**src/rtl/screen_uart_tx.sv**
```systemverilog
// Serial LCD transmitter: shifts pre-formatted 10-bit UART frames out LSB-first on tx.
// Optional macro SCREEN_UART_TX_STOP2_EN appends a second stop-bit period.
module screen_uart_tx #(
  parameter int unsigned CLK_HZ       = 50000000,
  parameter int unsigned BAUD         = 9600,
  parameter int unsigned CLKS_PER_BIT = CLK_HZ / BAUD
) (
  input  logic       clk,
  input  logic       reset_n,
  input  logic       frameValid,
  input  logic [9:0] frameData,
  output logic       frameReady,
  output logic       tx,
  output logic       busy,
  output logic       frameErr
);

  localparam int unsigned CNT_W = $clog2(CLKS_PER_BIT);
  localparam logic [CNT_W-1:0] BAUD_LAST = CNT_W'(CLKS_PER_BIT - 1);

  localparam logic [1:0] StIdle  = 2'd0;
  localparam logic [1:0] StShift = 2'd1;
`ifdef SCREEN_UART_TX_STOP2_EN
  localparam logic [1:0] StStop2 = 2'd2;
`endif

  logic [1:0]       state_q, state_d;
  logic [CNT_W-1:0] baud_cnt_q, baud_cnt_d;
  logic [3:0]       bit_cnt_q, bit_cnt_d;
  // Holds the bits still to be sent; the bit on the line lives in tx_q.
  logic [8:0]       shift_q, shift_d;
  logic             tx_q, tx_d;
  logic             ready_q, ready_d;
  logic             busy_q, busy_d;
  logic             err_q, err_d;

  logic baud_last;
  assign baud_last = (baud_cnt_q == BAUD_LAST);

  always_comb begin
    state_d    = state_q;
    baud_cnt_d = baud_cnt_q;
    bit_cnt_d  = bit_cnt_q;
    shift_d    = shift_q;
    tx_d       = tx_q;
    ready_d    = ready_q;
    busy_d     = busy_q;
    err_d      = 1'b0;

    unique case (state_q)
      StIdle: begin
        tx_d    = 1'b1;
        busy_d  = 1'b0;
        ready_d = 1'b1;
        if (frameValid && ready_q) begin
          shift_d    = frameData[9:1];
          tx_d       = frameData[0];
          baud_cnt_d = '0;
          bit_cnt_d  = 4'd0;
          state_d    = StShift;
          ready_d    = 1'b0;
          busy_d     = 1'b1;
          err_d      = frameData[0] | ~frameData[9];
        end
      end

      StShift: begin
        if (baud_last) begin
          baud_cnt_d = '0;
          if (bit_cnt_q == 4'd9) begin
            tx_d = 1'b1;
`ifdef SCREEN_UART_TX_STOP2_EN
            state_d   = StStop2;
            bit_cnt_d = 4'd10;
`else
            state_d   = StIdle;
            bit_cnt_d = 4'd0;
            ready_d   = 1'b1;
            busy_d    = 1'b0;
`endif
          end else begin
            tx_d      = shift_q[0];
            shift_d   = {1'b0, shift_q[8:1]};
            bit_cnt_d = bit_cnt_q + 4'd1;
          end
        end else begin
          baud_cnt_d = baud_cnt_q + CNT_W'(1);
        end
      end

`ifdef SCREEN_UART_TX_STOP2_EN
      StStop2: begin
        tx_d = 1'b1;
        if (baud_last) begin
          baud_cnt_d = '0;
          bit_cnt_d  = 4'd0;
          state_d    = StIdle;
          ready_d    = 1'b1;
          busy_d     = 1'b0;
        end else begin
          baud_cnt_d = baud_cnt_q + CNT_W'(1);
        end
      end
`endif

      default: begin
        state_d    = StIdle;
        baud_cnt_d = '0;
        bit_cnt_d  = 4'd0;
        tx_d       = 1'b1;
        ready_d    = 1'b0;
        busy_d     = 1'b0;
      end
    endcase
  end

  always_ff @(posedge clk or negedge reset_n) begin
    if (!reset_n) begin
      state_q    <= StIdle;
      baud_cnt_q <= '0;
      bit_cnt_q  <= 4'd0;
      shift_q    <= '0;
      tx_q       <= 1'b1;
      ready_q    <= 1'b0;
      busy_q     <= 1'b0;
      err_q      <= 1'b0;
    end else begin
      state_q    <= state_d;
      baud_cnt_q <= baud_cnt_d;
      bit_cnt_q  <= bit_cnt_d;
      shift_q    <= shift_d;
      tx_q       <= tx_d;
      ready_q    <= ready_d;
      busy_q     <= busy_d;
      err_q      <= err_d;
    end
  end

  assign tx         = tx_q;
  assign frameReady = ready_q;
  assign busy       = busy_q;
  assign frameErr   = err_q;

endmodule

```
**config.mk**
```make
export PLATFORM = sky130hd
export DESIGN_NAME = screen_uart_tx
export DESIGN_NICKNAME = d
export VERILOG_FILES = /design/src/rtl/screen_uart_tx.sv
export SDC_FILE = /design/constraint.sdc
export NUM_CORES = 1
export LEC_CHECK = 0
export ABC_AREA = 1
export BUFFER_PORTS_ARGS = -buffer_cell sky130_fd_sc_hd__buf_4
export CORE_MARGIN = 2
export CORE_UTILIZATION = 40
export DETAILED_ROUTE_END_ITERATION = 16
export HOLD_SLACK_MARGIN = 0.06
export RECOVER_POWER = 50
export SYNTH_ARGS = -nofsm -noshare
export SYNTH_HDL_FRONTEND = slang
export SYNTH_SLANG_ARGS = --single-unit
```
**constraint.sdc**
```tcl
create_clock -name clk -period 1.34 [get_ports clk]
set_input_delay 0.201 -clock clk [delete_from_list [all_inputs] [get_ports clk]]
set_output_delay 0.201 -clock clk [all_outputs]
set_load 0.005 [all_outputs]
```
==> metrics.txt <==
Final Hold Vio Count=0; die area=0.00478 mm^2; dpl ws=-0.0598 ns; setup ws final=0.000372 ns; clk buf depth=2; Num Clock Sinks=31; Max transition margin=47.1%; WP depth=9; layout cell share with drive strength beyond 1=25.4%; LEAKAGE=1.20 nW; row count=23; CP required=1.51 ns; CTS tree=built; minimum clock period=1.34 ns; Worst Setup SP=baud_cnt_q[0]; flop2flop setup slack=0.0004 ns; DP Cell Count=320; Hold WS=0.182 ns; GRT Overall Usage=17.4%; Seq cells post-synth=31; Post-DP HPWL=2700 um; synthesized area=0.00170 mm^2; Initial Util=42.1%; Critical Path Max Stage Delay=0.40 ns; syn_nets=251; critical-path cell list=ha_4 -> nand2_4 -> nor2_4 -> nand3_4 -> nand2_8 -> buf_12 -> nor2_4 -> nand2_1 -> nand2_1; Max IR drop VDD=461 uV; number of cells produced by synthesis=235; yosys warns=0; DRC Markers=0; critical path fanouts, max=5; total negative slack=0 ns; Final Max Slew Viols=0; post-route non-filler standard cell count=330; actual slew at the worst max-slew pin=0.794 ns; Overflow after GRT=0; initial antenna violation count=0; # port buffers=16; Max Fclk=746 MHz; Critical Path End Type=flip-flop; fin nets=295; Synth top area share=44.2%; Setup-failing EPs final=0; Core ar.=0.00403 mm^2; cell taking the most area after synthesis=dfrtp_1; r2r startpoint=baud_cnt_q[0]; CP max-delay cell=dfrtp_1; Synth cell types=22; first-pass GRT wire length=6670 um; Critical Path End=baud_cnt_q[12]; WP data arrival=1.51 ns; gpl congestion=0.801; largest net degree at the start of global routing=32; Routed wire per std cell=11.6 um; Setup crit start kind=flip-flop; unrepaired setup endpoints after global routing=yes; total power=0.00181 W; ANT cells=0; CTS buffer count=5; Via density=4.74; Area contributors post-synth=dfrtp_1, nand2_1, nand3_1; IO Count=17; Die H=69.2 um; Skew-Pair Late Insertion Delay=0.28 ns; vias in the first global route=1448; Avg Cell Area, Syn=7.23 um^2; Hold/Removal Path Class=primary input to flip-flop; DRT Wirelength=3830 um; status=finished clean; Pre-antenna DRT Iters=4; Seq/Total Area, Yosys=45.8%; Crit Path Category=flip-flop to flip-flop; CTS H-tree lvls=2; Worst Reg-to-Reg Cells=9; Max Cap Violations=0; Pwr Density=810 mW/mm^2; Initial DRC Count=164; Clock transition at path regs=0.07 ns; DRT antenna net count=0; RR Endpoint=baud_cnt_q[12]; CP Buf/Inv Count=1; via count=1564; Die W=69.2 um; clk_skew=0.00516 ns; period utilisation layout=100%; root buffer cell=clkbuf_8; Area growth syn-to-layout=31.6%; Worst path top cell family by delay=simple AND/OR/NAND/NOR gates
-- stage by stage --
stage	instance area, um^2	utilization (%)
after floorplan	1700	-
after global placement	2040	50.6
after detailed placement	2040	50.6
after CTS	2190	54.4
after global routing	2230	55.5
final	2230	55.5
-- registers in the layout, summed over array words and instances (netlist names) --
signal      count
baud_cnt_q     13
shift_q         9
bit_cnt_q       4
busy            1
frameErr        1
frameReady      1
state_q         1
tx              1
-- what timing repair did --
action                                 in CTS  in global routing
setup endpoints to repair                  18                 22
cloned                                      1                  0
resized for setup                           8                 11
hold buffers                                1                  0
setup buffers                               0                  0
endpoints found under the hold margin      30                  0
pin swaps                                   2                  1
-- per-layer routing --
metal	up-vias	part of all wire (%)	track usage (%)
met2	23	47	27.2
met1	717	49	23.4
met4	0	1.2	5.45
li1	819	-	-
met3	5	2.8	4.53
met5	-	0	0
-- cell usage after synthesis (all sizes together) --
master	instances
buf	4
nor2	27
clkbuf	1
xnor2	2
nand2	106
dfrtp	30
nand3	25
o22ai	4
xor2	3
inv	19
nand4	2
ha	3
dfstp	1
o21ai	8
-- worst min-delay path, delay by kind of cell --
kind | cells | cell delay [ns]
AND/OR/NAND/NOR | 2 | 0.14
buffers and inverters | 1 | 0.09
-- cell usage in the layout (no fill, tap or decap), types with 2 or more instances in the layout --
cell / instances
nand2_1: 99
buf_4: 38
dfrtp_1: 30
nand3_1: 21
inv_1: 18
nor2_1: 18
nor2_2: 7
o21ai_0: 7
clkbuf_8: 7
nand2_2: 5
o22ai_1: 4
xor2_1: 3
nand3_2: 3
nand2_4: 2
nor2_4: 2
xnor2_1: 2
nand4_1: 2
ha_1: 2
-- cell type report --
class	instances	area (um^2)
Clock buffer	8	100
Fill cell	402	1790
Inverter	19	71.3
Multi-Input combinational cell	181	903
Sequential cell	31	777
Tap cell	50	62.6
Timing Repair Buffer	41	320
-- cell families (layout without fill, tap and decap cells) --
| family | after synthesis | after routing | synth area share [%] |
|---|---|---|---|
| buf+inv | 24 | 68 | 6.48 |
| simple gates | 160 | 161 | 39.1 |
| fa+ha+maj | 3 | 3 | 2.21 |
| flops | 31 | 31 | 45.8 |
| compound gates | 12 | 12 | 3.83 |
| xor+xnor | 5 | 5 | 2.58 |
-- worst min-delay path by stage --
stage | slack, ns | end | depth (start not counted) | from
global route | 0.22 | frameErr | 3 | frameData[0]
floorplan | -0.09 | baud_cnt_q[0] | 0 | reset_n
CTS | 0.19 | frameErr | 3 | frameData[0]
detailed placement | 0.16 | shift_q[5] | 1 | reset_n
finish | 0.18 | frameErr | 3 | frameData[0]
global placement | 0.17 | shift_q[5] | 1 | reset_n
-- power by group --
group          switching [W]  leakage (nW)   total, W  internal, W
Combinational      0.0000245         0.740  0.0000478    0.0000233
Clock               0.000358        0.0515   0.000827     0.000469
Sequential                 0         0.410   0.000936     0.000936
Total               0.000382          1.20    0.00181      0.00143
Power figures use the tool's default switching activity.
